[src/rtl/ttt_pkg.sv]
// Shared types and encodings for the N x N tic-tac-toe controller.
package ttt_pkg;

    typedef enum logic [1:0] {
        EMPTY = 2'b00,
        P1    = 2'b01,
        P2    = 2'b10
    } cell_t;

    localparam logic [1:0] NONE   = 2'b00;
    localparam logic [1:0] WIN_P1 = 2'b01;
    localparam logic [1:0] WIN_P2 = 2'b10;
    localparam logic [1:0] DRAW   = 2'b11;

    typedef enum logic [1:0] {
        IDLE,
        WAIT_MOVE,
        CHECK,
        OVER
    } state_t;

    // Player bit (0 = P1, 1 = P2) to the cell code it writes.
    function automatic cell_t player_cell(input logic player);
        return player ? P2 : P1;
    endfunction

endpackage

[src/rtl/ttt_line_check.sv]
// Combinational win/draw detector for an N x N board: every row, column and
// both diagonals are scanned for N equal non-empty cells.
module ttt_line_check
    import ttt_pkg::*;
#(
    parameter int unsigned N = 3
) (
    input  logic [2*N*N-1:0] board_i,
    output logic             win_o,
    output logic [1:0]       win_player_o,
    output logic             full_o
);

    logic [1:0] lead;
    logic       same;

    // Scan all 2N+2 lines; a line wins when every cell equals its first cell and that cell is set.
    always_comb begin
        win_o        = 1'b0;
        win_player_o = EMPTY;
        full_o       = 1'b1;
        lead         = EMPTY;
        same         = 1'b0;

        for (int i = 0; i < N * N; i++) begin
            if (board_i[2*i +: 2] == EMPTY) full_o = 1'b0;
        end

        for (int r = 0; r < N; r++) begin
            lead = board_i[2*(r*N) +: 2];
            same = 1'b1;
            for (int c = 1; c < N; c++) begin
                if (board_i[2*(r*N+c) +: 2] != lead) same = 1'b0;
            end
            if (same && lead != EMPTY) begin
                win_o        = 1'b1;
                win_player_o = lead;
            end
        end

        for (int c = 0; c < N; c++) begin
            lead = board_i[2*c +: 2];
            same = 1'b1;
            for (int r = 1; r < N; r++) begin
                if (board_i[2*(r*N+c) +: 2] != lead) same = 1'b0;
            end
            if (same && lead != EMPTY) begin
                win_o        = 1'b1;
                win_player_o = lead;
            end
        end

        lead = board_i[1:0];
        same = 1'b1;
        for (int k = 1; k < N; k++) begin
            if (board_i[2*(k*N+k) +: 2] != lead) same = 1'b0;
        end
        if (same && lead != EMPTY) begin
            win_o        = 1'b1;
            win_player_o = lead;
        end

        lead = board_i[2*(N-1) +: 2];
        same = 1'b1;
        for (int k = 1; k < N; k++) begin
            if (board_i[2*(k*N+(N-1-k)) +: 2] != lead) same = 1'b0;
        end
        if (same && lead != EMPTY) begin
            win_o        = 1'b1;
            win_player_o = lead;
        end
    end

endmodule

[src/rtl/ttt_grid_ctrl.sv]
// N x N tic-tac-toe game controller: board storage, turn/legality
// enforcement and win/draw resolution one cycle after each accepted move.
// Optional per-turn forfeit timer is compiled in with `define TTT_TURN_TIMER_EN.
module ttt_grid_ctrl
    import ttt_pkg::*;
#(
    parameter int unsigned N           = 3,
    parameter int unsigned TURN_CYCLES = 1000,
    localparam int unsigned PW         = $clog2(N*N)
) (
    input  logic             clock,
    input  logic             reset,
    input  logic             start_pulse,
    input  logic             move_valid,
    input  logic             move_player,
    input  logic [PW-1:0]    move_pos,
    output logic [2*N*N-1:0] board,
    output logic             turn,
    output logic [1:0]       winner,
    output logic             game_over,
    output logic             move_error,
    output logic             timeout_pulse
);

    state_t            state_q;
    logic [2*N*N-1:0]  board_q;
    logic              turn_q;
    logic [1:0]        winner_q;
    logic              game_over_q;
    logic              move_error_q;

    logic              pos_ok;
    logic [1:0]        cell_sel;
    logic              accept;
    logic              expire;
    logic              line_win;
    logic [1:0]        line_player;
    logic              board_full;

    // Decode move_pos against the board; indices >= N*N never match.
    always_comb begin
        pos_ok   = 1'b0;
        cell_sel = EMPTY;
        for (int i = 0; i < N * N; i++) begin
            if (move_pos == PW'(i)) begin
                pos_ok   = 1'b1;
                cell_sel = board_q[2*i +: 2];
            end
        end
    end

    assign accept = (state_q == WAIT_MOVE) && move_valid && (move_player == turn_q) &&
                    pos_ok && (cell_sel == EMPTY);

    ttt_line_check #(
        .N (N)
    ) u_line_check (
        .board_i      (board_q),
        .win_o        (line_win),
        .win_player_o (line_player),
        .full_o       (board_full)
    );

`ifdef TTT_TURN_TIMER_EN
    localparam int unsigned TW = $clog2(TURN_CYCLES + 1);

    logic [TW-1:0] timer_q;
    logic          timeout_q;

    // An accepted move on the expiry cycle takes precedence over the forfeit.
    assign expire = (state_q == WAIT_MOVE) && !start_pulse && !accept &&
                    (timer_q == TW'(TURN_CYCLES - 1));

    // Turn timer: held at zero outside WAIT_MOVE so every entry starts fresh.
    always_ff @(posedge clock) begin
        if (!reset) begin
            timer_q   <= '0;
            timeout_q <= 1'b0;
        end else begin
            timeout_q <= 1'b0;
            if (start_pulse || state_q != WAIT_MOVE || accept) begin
                timer_q <= '0;
            end else if (expire) begin
                timer_q   <= '0;
                timeout_q <= 1'b1;
            end else begin
                timer_q <= timer_q + 1'b1;
            end
        end
    end

    assign timeout_pulse = timeout_q;
`else
    assign expire        = 1'b0;
    assign timeout_pulse = 1'b0;
`endif

    // Game FSM with registered outputs; start_pulse overrides any state.
    always_ff @(posedge clock) begin
        if (!reset) begin
            state_q      <= IDLE;
            board_q      <= '0;
            turn_q       <= 1'b0;
            winner_q     <= NONE;
            game_over_q  <= 1'b0;
            move_error_q <= 1'b0;
        end else begin
            move_error_q <= 1'b0;
            if (start_pulse) begin
                state_q     <= WAIT_MOVE;
                board_q     <= '0;
                turn_q      <= 1'b0;
                winner_q    <= NONE;
                game_over_q <= 1'b0;
            end else begin
                case (state_q)
                    IDLE: begin
                        state_q <= IDLE;
                    end
                    WAIT_MOVE: begin
                        if (accept) begin
                            for (int i = 0; i < N * N; i++) begin
                                if (move_pos == PW'(i)) board_q[2*i +: 2] <= player_cell(move_player);
                            end
                            state_q <= CHECK;
                        end else begin
                            move_error_q <= move_valid;
                            if (expire) turn_q <= ~turn_q;
                        end
                    end
                    CHECK: begin
                        move_error_q <= move_valid;
                        if (line_win) begin
                            winner_q    <= line_player;
                            game_over_q <= 1'b1;
                            state_q     <= OVER;
                        end else if (board_full) begin
                            winner_q    <= DRAW;
                            game_over_q <= 1'b1;
                            state_q     <= OVER;
                        end else begin
                            turn_q  <= ~turn_q;
                            state_q <= WAIT_MOVE;
                        end
                    end
                    OVER: begin
                        move_error_q <= move_valid;
                    end
                    default: begin
                        state_q <= IDLE;
                    end
                endcase
            end
        end
    end

    assign board      = board_q;
    assign turn       = turn_q;
    assign winner     = winner_q;
    assign game_over  = game_over_q;
    assign move_error = move_error_q;

endmodule
[config.mk]
export PLATFORM = sky130hd
export DESIGN_NAME = ttt_grid_ctrl
export DESIGN_NICKNAME = d
export VERILOG_FILES = /design/src/rtl/ttt_pkg.sv /design/src/rtl/ttt_line_check.sv /design/src/rtl/ttt_grid_ctrl.sv
export SDC_FILE = /design/constraint.sdc
export NUM_CORES = 1
export LEC_CHECK = 0
export ABC_AREA = 1
export BUFFER_PORTS_ARGS = -buffer_cell sky130_fd_sc_hd__buf_2
export CAP_MARGIN = 0
export CORE_ASPECT_RATIO = 1.25
export CORE_UTILIZATION = 40
export DETAILED_ROUTE_END_ITERATION = 16
export PLACE_DENSITY = 0.57
export SKIP_LAST_GASP = 1
export SYNTH_ARGS = -nofsm -noshare
export SYNTH_HDL_FRONTEND = slang
export SYNTH_SLANG_ARGS = --single-unit
[constraint.sdc]
create_clock -name clock -period 2.98 [get_ports clock]
set_input_delay 0.596 -clock clock [delete_from_list [all_inputs] [get_ports clock]]
set_output_delay 0.596 -clock clock [all_outputs]
set_load 0.03 [all_outputs]
==> impl_metrics.xml, run 1 <==
<?xml version="1.0" encoding="UTF-8"?>
<metrics>
  <group name="timing">
    <metric name="totalNegativeSetupSlack" unit="ps">0</metric>
    <metric name="finalSetupViolCount" unit="">0</metric>
    <metric name="layout_min_cycle_time" unit="ps">1990</metric>
    <metric name="fin_worst_skew" unit="ps">1.68</metric>
    <metric name="final.period_utilization" unit="%">66.8</metric>
    <metric name="worstMarginPinSlew" unit="ps">770</metric>
    <metric name="max_clk_rate" unit="GHz">0.502</metric>
    <metric name="relative_max_transition_margin" unit="%">48.6</metric>
    <metric name="report.final.slew_viol_count" unit="">0</metric>
    <metric name="hold_viol_final" unit="">0</metric>
    <metric name="unrepaired_setup_endpoints_after_global_routing" unit="">no</metric>
  </group>
  <group name="route">
    <metric name="antenna_left" unit="">0</metric>
    <metric name="route.detailed.drc" unit="">0</metric>
    <metric name="routed_via_density" unit="">5.17</metric>
    <metric name="route.final.wire_length" unit="um">5450</metric>
    <metric name="first_drt_iteration_drcs" unit="">121</metric>
    <metric name="wl_per_cell" unit="um">14.2</metric>
    <metric name="drt_pre_antenna_iters" unit="">4</metric>
    <metric name="routed-via-count" unit="">1980</metric>
  </group>
  <group name="clock_network">
    <metric name="path_clk_slew" unit="ps">80</metric>
    <metric name="ctsRootBufferMaster" unit="">sky130_fd_sc_hd__clkbuf_8</metric>
    <metric name="htree_num_levels" unit="">1</metric>
    <metric name="cts_buffers" unit="">3</metric>
    <metric name="cts-hold-fix-buffers" unit="">0</metric>
    <metric name="cts_max_path_buffers" unit="">2</metric>
    <metric name="postCtsResizedCells" unit="">0</metric>
    <metric name="worst_skew_pair.late_latency" unit="ps">270</metric>
    <metric name="cts_sinks" unit="">25</metric>
    <metric name="cts_tree" unit="">done</metric>
    <metric name="post-cts-setup-buffers" unit="">0</metric>
  </group>
  <group name="worst_setup_path">
    <metric name="worstSetupEndpointType" unit="">register</metric>
    <metric name="largest_stage_delay_on_the_critical_path" unit="ps">540</metric>
    <metric name="cp_common_cell" unit="">sky130_fd_sc_hd__nand2_1</metric>
    <metric name="critical_path.startpoint" unit="">board[8]</metric>
    <metric name="reg2regPathDepth" unit="">13</metric>
    <metric name="cpMaxStageDelayCell" unit="">sky130_fd_sc_hd__dfxtp_1</metric>
    <metric name="crit_path_cells" unit="">inv_1 &gt; nand4_1 &gt; nand2_1 &gt; o21ai_0 &gt; nand2_1 &gt; nor2_1 &gt; nand3_1 &gt; nand2_1 &gt; nand2_1 &gt; nand2_1 &gt; nand3_1 &gt; nand2_1 &gt; nor2_1</metric>
    <metric name="r2r-start" unit="">board[8]</metric>
    <metric name="timing_worst_setup_path_type" unit="">reg -&gt; reg</metric>
    <metric name="worstPathRequired" unit="ps">3120</metric>
    <metric name="worst_setup_path_start_kind" unit="">register</metric>
    <metric name="timing.reg2reg.setup_slack" unit="ps">990</metric>
    <metric name="crit_fanout" unit="">9</metric>
    <metric name="cp_arrival" unit="ps">2130</metric>
    <metric name="timing.rr.end" unit="">state_q[1]</metric>
  </group>
  <group name="floorplan">
    <metric name="start_util" unit="%">42.7</metric>
    <metric name="die_width" unit="um">61.9</metric>
    <metric name="die-height" unit="um">76.8</metric>
    <metric name="rows" unit="">26</metric>
    <metric name="core" unit="mm^2">0.00420</metric>
    <metric name="dieArea" unit="mm^2">0.00475</metric>
    <metric name="top_level_ports" unit="">33</metric>
  </group>
  <group name="synthesis">
    <metric name="synth_flop_cell" unit="">sky130_fd_sc_hd__dfxtp_1</metric>
    <metric name="synth_async_sr_flop_share" unit="%">0</metric>
    <metric name="yosys_warnings" unit="">0</metric>
    <metric name="synth_seq_area_share" unit="%">27.9</metric>
    <metric name="post_synth_inst_count" unit="">297</metric>
    <metric name="netlist_area" unit="mm^2">0.00179</metric>
    <metric name="postSynthAreaPerCell" unit="um^2">6.03</metric>
    <metric name="synthDistinctLibCells" unit="">31</metric>
    <metric name="synth-edff-count" unit="">0</metric>
    <metric name="syn-num-nets" unit="">310</metric>
    <metric name="synth_seq_cells" unit="">25</metric>
  </group>
  <group name="layout">
    <metric name="final_nets" unit="">341</metric>
    <metric name="diodes" unit="">0</metric>
    <metric name="post_layout_nonfiller_instances" unit="">383</metric>
    <metric name="flow.area_growth_from_synthesis" unit="%">13.7</metric>
    <metric name="fin_area" unit="mm^2">0.00204</metric>
    <metric name="drive_gt1_share" unit="%">15.0</metric>
    <metric name="layout_commonest_cell" unit="">sky130_fd_sc_hd__nand2_1</metric>
    <metric name="layout_common_cells" unit="">sky130_fd_sc_hd__nand2_1 (70), sky130_fd_sc_hd__inv_1 (47), sky130_fd_sc_hd__nand3_1 (37)</metric>
  </group>
  <group name="pwr">
    <metric name="total_power_density_per_cell_area" unit="mW/mm^2">297</metric>
    <metric name="cellLeakagePower" unit="nW">0.950</metric>
    <metric name="peakVddDrop" unit="V">0.000175</metric>
    <metric name="report.power.total" unit="W">0.000604</metric>
  </group>
  <group name="grt">
    <metric name="grt.overflow.total" unit="">0</metric>
    <metric name="grt_pass1_wl" unit="um">8630</metric>
    <metric name="global_route_usage_over_all_layers" unit="%">24.7</metric>
    <metric name="first_global_vias" unit="">1780</metric>
    <metric name="grt_antenna_before_repair" unit="">0</metric>
    <metric name="grt_start_max_net_pins" unit="">23</metric>
  </group>
  <group name="place">
    <metric name="placed_cells" unit="">379</metric>
    <metric name="detailed_placer_s_ending_hpwl" unit="um">4320</metric>
    <metric name="cell_area_placed" unit="mm^2">0.00199</metric>
    <metric name="gp_congestion" unit="">0.934</metric>
    <metric name="place.port_buffers" unit="">31</metric>
  </group>
  <group name="min_path">
    <metric name="holdPathEnd" unit="">game_over</metric>
    <metric name="hold_start" unit="">game_over</metric>
    <metric name="hold_path.class" unit="">reg -&gt; reg</metric>
    <metric name="holdPathStages" unit="">2</metric>
  </group>
  <group name="run_status">
    <metric name="status" unit="">finished, final reports clean</metric>
  </group>
  <group name="flow_run">
    <metric name="max_cap_viol_count" unit="">0</metric>
  </group>
</metrics>
cells in the mapped netlist, drive strengths merged, types with 2 or more instances:
cell type  instances  share of area (%)
nor3              13                4.3
nand4              9                3.1
nand3             40                 12
buf                2               0.70
a21oi             23                7.3
o21ai             16                4.5
nand2             73                 16
dfxtp             25                 28
inv               49                 10
ha                 4                2.8
clkbuf             3               0.70
nor2              32                7.0
cells by family after synthesis:
| logic type | count (synthesis) | synth area share [%] |
|---|---|---|
| buffers and inverters | 55 | 12.0 |
| flip-flops | 25 | 27.9 |
| other | 1 | 0.209 |
| adder cells (fa/ha/maj) | 4 | 2.79 |
| XOR/XNOR | 2 | 0.978 |
| AND/OR/NAND/NOR | 168 | 42.9 |
| AO/OA/AOI/OAI | 42 | 13.1 |
critical path: cells and delay by family (launching register included):
kind / cells / cell delay [ps]
flops: 1 / 540
buf+inv: 1 / 190
compound gates: 1 / 170
simple gates: 11 / 980
layout make-up:
| cell class | instances | area (um^2) |
|---|---|---|
| fillers | 457 | 2160 |
| multi-input cells | 217 | 1080 |
| flip-flops and latches | 25 | 500 |
| inverters | 50 | 190 |
| repair buffers | 31 | 155 |
| well taps | 56 | 70.1 |
| clock buffers | 4 | 45.0 |
state kept, by name (all words and copies together) (netlist names):
signal / flops
board: 18
game_over: 1
move_error: 1
state_q: 2
turn: 1
winner: 2
power breakdown:
group | switching, W | leakage [nW] | internal (W)
sequential | 0.00000232 | 0.202 | 0.000336
clock | 0.000107 | 0.0228 | 0.0000958
combinational | 0.0000444 | 0.726 | 0.0000193
total | 0.000153 | 0.950 | 0.000451
stage by stage:
| step | worst slack, ps | utilization (%) | hold slack (ps) |
|---|---|---|---|
| after global routing | 712 | 48.5 | 546 |
| final | 989 | 48.5 | 506 |
| after global placement | 862 | 47.5 | 452 |
| after floorplan | 1200 | - | 469 |
| after detailed placement | 869 | 47.5 | 494 |
| after CTS | 976 | 48.5 | 512 |
layer usage:
metal  routed length, um  track usage, %
met1                2560            33.8
met2                2550            38.8
met3                 210            2.87
met4                 123            8.89
met5                   0               0
how the worst max path moves through the flow:
stage | slack, ps | to
finish | 990 | state_q[1]
global route | 710 | state_q[1]
CTS | 980 | state_q[1]
detailed placement | 870 | state_q[1]
global placement | 860 | board[10]
floorplan | 1200 | move_error
No activity file was read; power rests on OpenSTA's default activity.
==> inputs of run 2 (changes only) <==
- clock period: 2.98 -> 1.9 ns (I/O delays scaled with it)
==> run 2 against run 1 <==
Compared with the run above: final cell count is 6.3% higher; die area unchanged; final area is 11% higher; via count increased by 5.9%; largest cell class unchanged.
==> impl_metrics.xml, run 2 (synthesized netlist as in run 1, its figures left out) <==
<?xml version="1.0" encoding="UTF-8"?>
<metrics>
  <group name="route">
    <metric name="routed_via_density" unit="">5.15</metric>
    <metric name="routed-via-count" unit="">2097</metric>
    <metric name="wl_per_cell" unit="um">13.7</metric>
    <metric name="first_drt_iteration_drcs" unit="">142</metric>
    <metric name="antenna_left" unit="">0</metric>
    <metric name="route.final.wire_length" unit="um">5580</metric>
    <metric name="drt_pre_antenna_iters" unit="">4</metric>
    <metric name="route.detailed.drc" unit="">0</metric>
  </group>
  <group name="layout">
    <metric name="flow.area_growth_from_synthesis" unit="%">25.8</metric>
    <metric name="layout_commonest_cell" unit="">sky130_fd_sc_hd__nand2_1</metric>
    <metric name="fillerInstances" unit="">443</metric>
    <metric name="drive_gt1_share" unit="%">24.2</metric>
    <metric name="post_layout_nonfiller_instances" unit="">407</metric>
    <metric name="final_nets" unit="">365</metric>
    <metric name="flip_flop_count_of_the_largest_register_all_copies_and_words_added" unit="">18</metric>
    <metric name="diodes" unit="">0</metric>
    <metric name="layout_common_cells" unit="">sky130_fd_sc_hd__nand2_1 (70), sky130_fd_sc_hd__inv_1 (47), sky130_fd_sc_hd__nand3_1 (37)</metric>
  </group>
  <group name="timing">
    <metric name="report.final.slew_viol_count" unit="">0</metric>
    <metric name="hold_viol_final" unit="">0</metric>
    <metric name="max_clk_rate" unit="GHz">0.570</metric>
    <metric name="layout_min_cycle_time" unit="ps">1760</metric>
    <metric name="unrepaired_setup_endpoints_after_global_routing" unit="">yes</metric>
    <metric name="fin_worst_skew" unit="ps">5.69</metric>
    <metric name="final.period_utilization" unit="%">92.4</metric>
    <metric name="finalSetupViolCount" unit="">0</metric>
    <metric name="final_worst_path_setup_slack" unit="ps">145</metric>
  </group>
  <group name="clock_network">
    <metric name="htree_num_levels" unit="">1</metric>
    <metric name="ctsRootBufferMaster" unit="">sky130_fd_sc_hd__clkbuf_8</metric>
    <metric name="cts_max_path_buffers" unit="">2</metric>
    <metric name="cts_tree" unit="">done</metric>
    <metric name="worst_skew_pair.late_latency" unit="ps">280</metric>
    <metric name="path_clk_slew" unit="ps">100</metric>
    <metric name="cts_buffers" unit="">3</metric>
    <metric name="cts_sinks" unit="">25</metric>
  </group>
  <group name="flow_run">
    <metric name="max_cap_viol_count" unit="">0</metric>
  </group>
  <group name="run_status">
    <metric name="status" unit="">finished, final reports clean</metric>
  </group>
  <group name="floorplan">
    <metric name="dieArea" unit="mm^2">0.00475</metric>
    <metric name="die_width" unit="um">61.9</metric>
    <metric name="top_level_ports" unit="">33</metric>
    <metric name="rows" unit="">26</metric>
    <metric name="start_util" unit="%">42.7</metric>
    <metric name="die-height" unit="um">76.8</metric>
    <metric name="core" unit="mm^2">0.00420</metric>
  </group>
  <group name="grt">
    <metric name="grt_antenna_before_repair" unit="">0</metric>
    <metric name="first_global_vias" unit="">1922</metric>
    <metric name="grt_pass1_wl" unit="um">9190</metric>
    <metric name="global_route_usage_over_all_layers" unit="%">25.9</metric>
    <metric name="grt_start_max_net_pins" unit="">19</metric>
    <metric name="grt.overflow.total" unit="">0</metric>
  </group>
  <group name="pwr">
    <metric name="total_power_density_per_cell_area" unit="mW/mm^2">435</metric>
    <metric name="peakVddDrop" unit="V">0.000233</metric>
    <metric name="cellLeakagePower" unit="nW">1.07</metric>
  </group>
  <group name="worst_setup_path">
    <metric name="timing_worst_setup_path_type" unit="">reg -&gt; reg</metric>
    <metric name="largest_stage_delay_on_the_critical_path" unit="ps">330</metric>
    <metric name="worstSetupEndpointType" unit="">register</metric>
    <metric name="worst_setup_path_start_kind" unit="">register</metric>
    <metric name="crit_path_cells" unit="">inv_1 &gt; ha_1 &gt; inv_1 &gt; nor3_1 &gt; o21ai_0 &gt; a21oi_2 &gt; nand3_4 &gt; nor2_1 &gt; nand2_1 &gt; a21oi_2</metric>
    <metric name="cpMaxStageDelayCell" unit="">sky130_fd_sc_hd__dfxtp_1</metric>
    <metric name="worstPathRequired" unit="ps">2120</metric>
    <metric name="crit_fanout" unit="">7</metric>
    <metric name="cp_arrival" unit="ps">1970</metric>
  </group>
  <group name="place">
    <metric name="placed_cells" unit="">403</metric>
    <metric name="gp_congestion" unit="">0.914</metric>
    <metric name="pre_cts_slack" unit="ps">33.7</metric>
    <metric name="place.port_buffers" unit="">31</metric>
    <metric name="detailed_placer_s_ending_hpwl" unit="um">4440</metric>
  </group>
  <group name="min_path">
    <metric name="hold_path.class" unit="">in -&gt; reg</metric>
  </group>
</metrics>
-- run 2: final timing paths --
check                           startpoint          to  slack, ps  depth (start not counted)
worst max-delay path            state_q[1]    board[6]        140                         10
worst min-delay path                 reset  state_q[0]        340                          3
worst max register to register  state_q[1]    board[6]        140                         10
worst min register to register   game_over   game_over        480                          2
-- run 2: where the power goes --
| group | leakage (nW) | internal, W | total, W | switching, W |
|---|---|---|---|---|
| clock | 0.0228 | 0.000151 | 0.000335 | 0.000184 |
| sequential | 0.206 | 0.000527 | 0.000530 | 0.00000264 |
| combinational | 0.845 | 0.0000398 | 0.000115 | 0.0000752 |
-- run 2: critical path: cells and delay by family, from the launching register on --
family                   cells  cell delay (ps)
AND/OR/NAND/NOR              4              620
buffers and inverters        2              150
adder cells (fa/ha/maj)      1              170
flip-flops                   1              330
AO/OA/AOI/OAI                3              420
-- run 2: repair_timing --
action	4_1_cts	5_1_grt
setup buffers	0	0
endpoints found under the hold margin	0	0
gates resized for setup	0	15
setup endpoints to repair	0	20
hold buffers	0	0
-- run 2: through the flow --
stage	instance area, um^2	util (%)	setup TNS [ps]	total power, W	hold WS (ps)
after floorplan	1790	-	0	0.000617	469
after global placement	2180	52.1	0	0.000656	456
after detailed placement	2180	52.1	0	0.000656	464
after CTS	2230	53.1	0	0.000978	337
after global routing	2250	53.7	-38.1	0.00103	346
final	2250	53.7	0	0.000980	342
-- run 2: layer usage --
metal / part of all wire, % / global-route usage [%] / wire, um / up-vias
met4: 2.9 / 11.8 / 162 / 0
met3: 4.8 / 2.70 / 269 / 13
met5: 0 / 0 / 0 / -
met1: 47 / 36.3 / 2630 / 947
met2: 45 / 38.9 / 2510 / 68
li1: - / - / - / 1069
-- run 2: area by class of cell --
class                           instances  area, um^2  area share, %
Clock buffer                            4        45.0           2.00
Multi-Input combinational cell        217        1090           48.2
Timing Repair Buffer                   55         348           15.4
Inverter                               50         193           8.55
Sequential cell                        25         512           22.7
Tap cell                               56        70.1           3.11
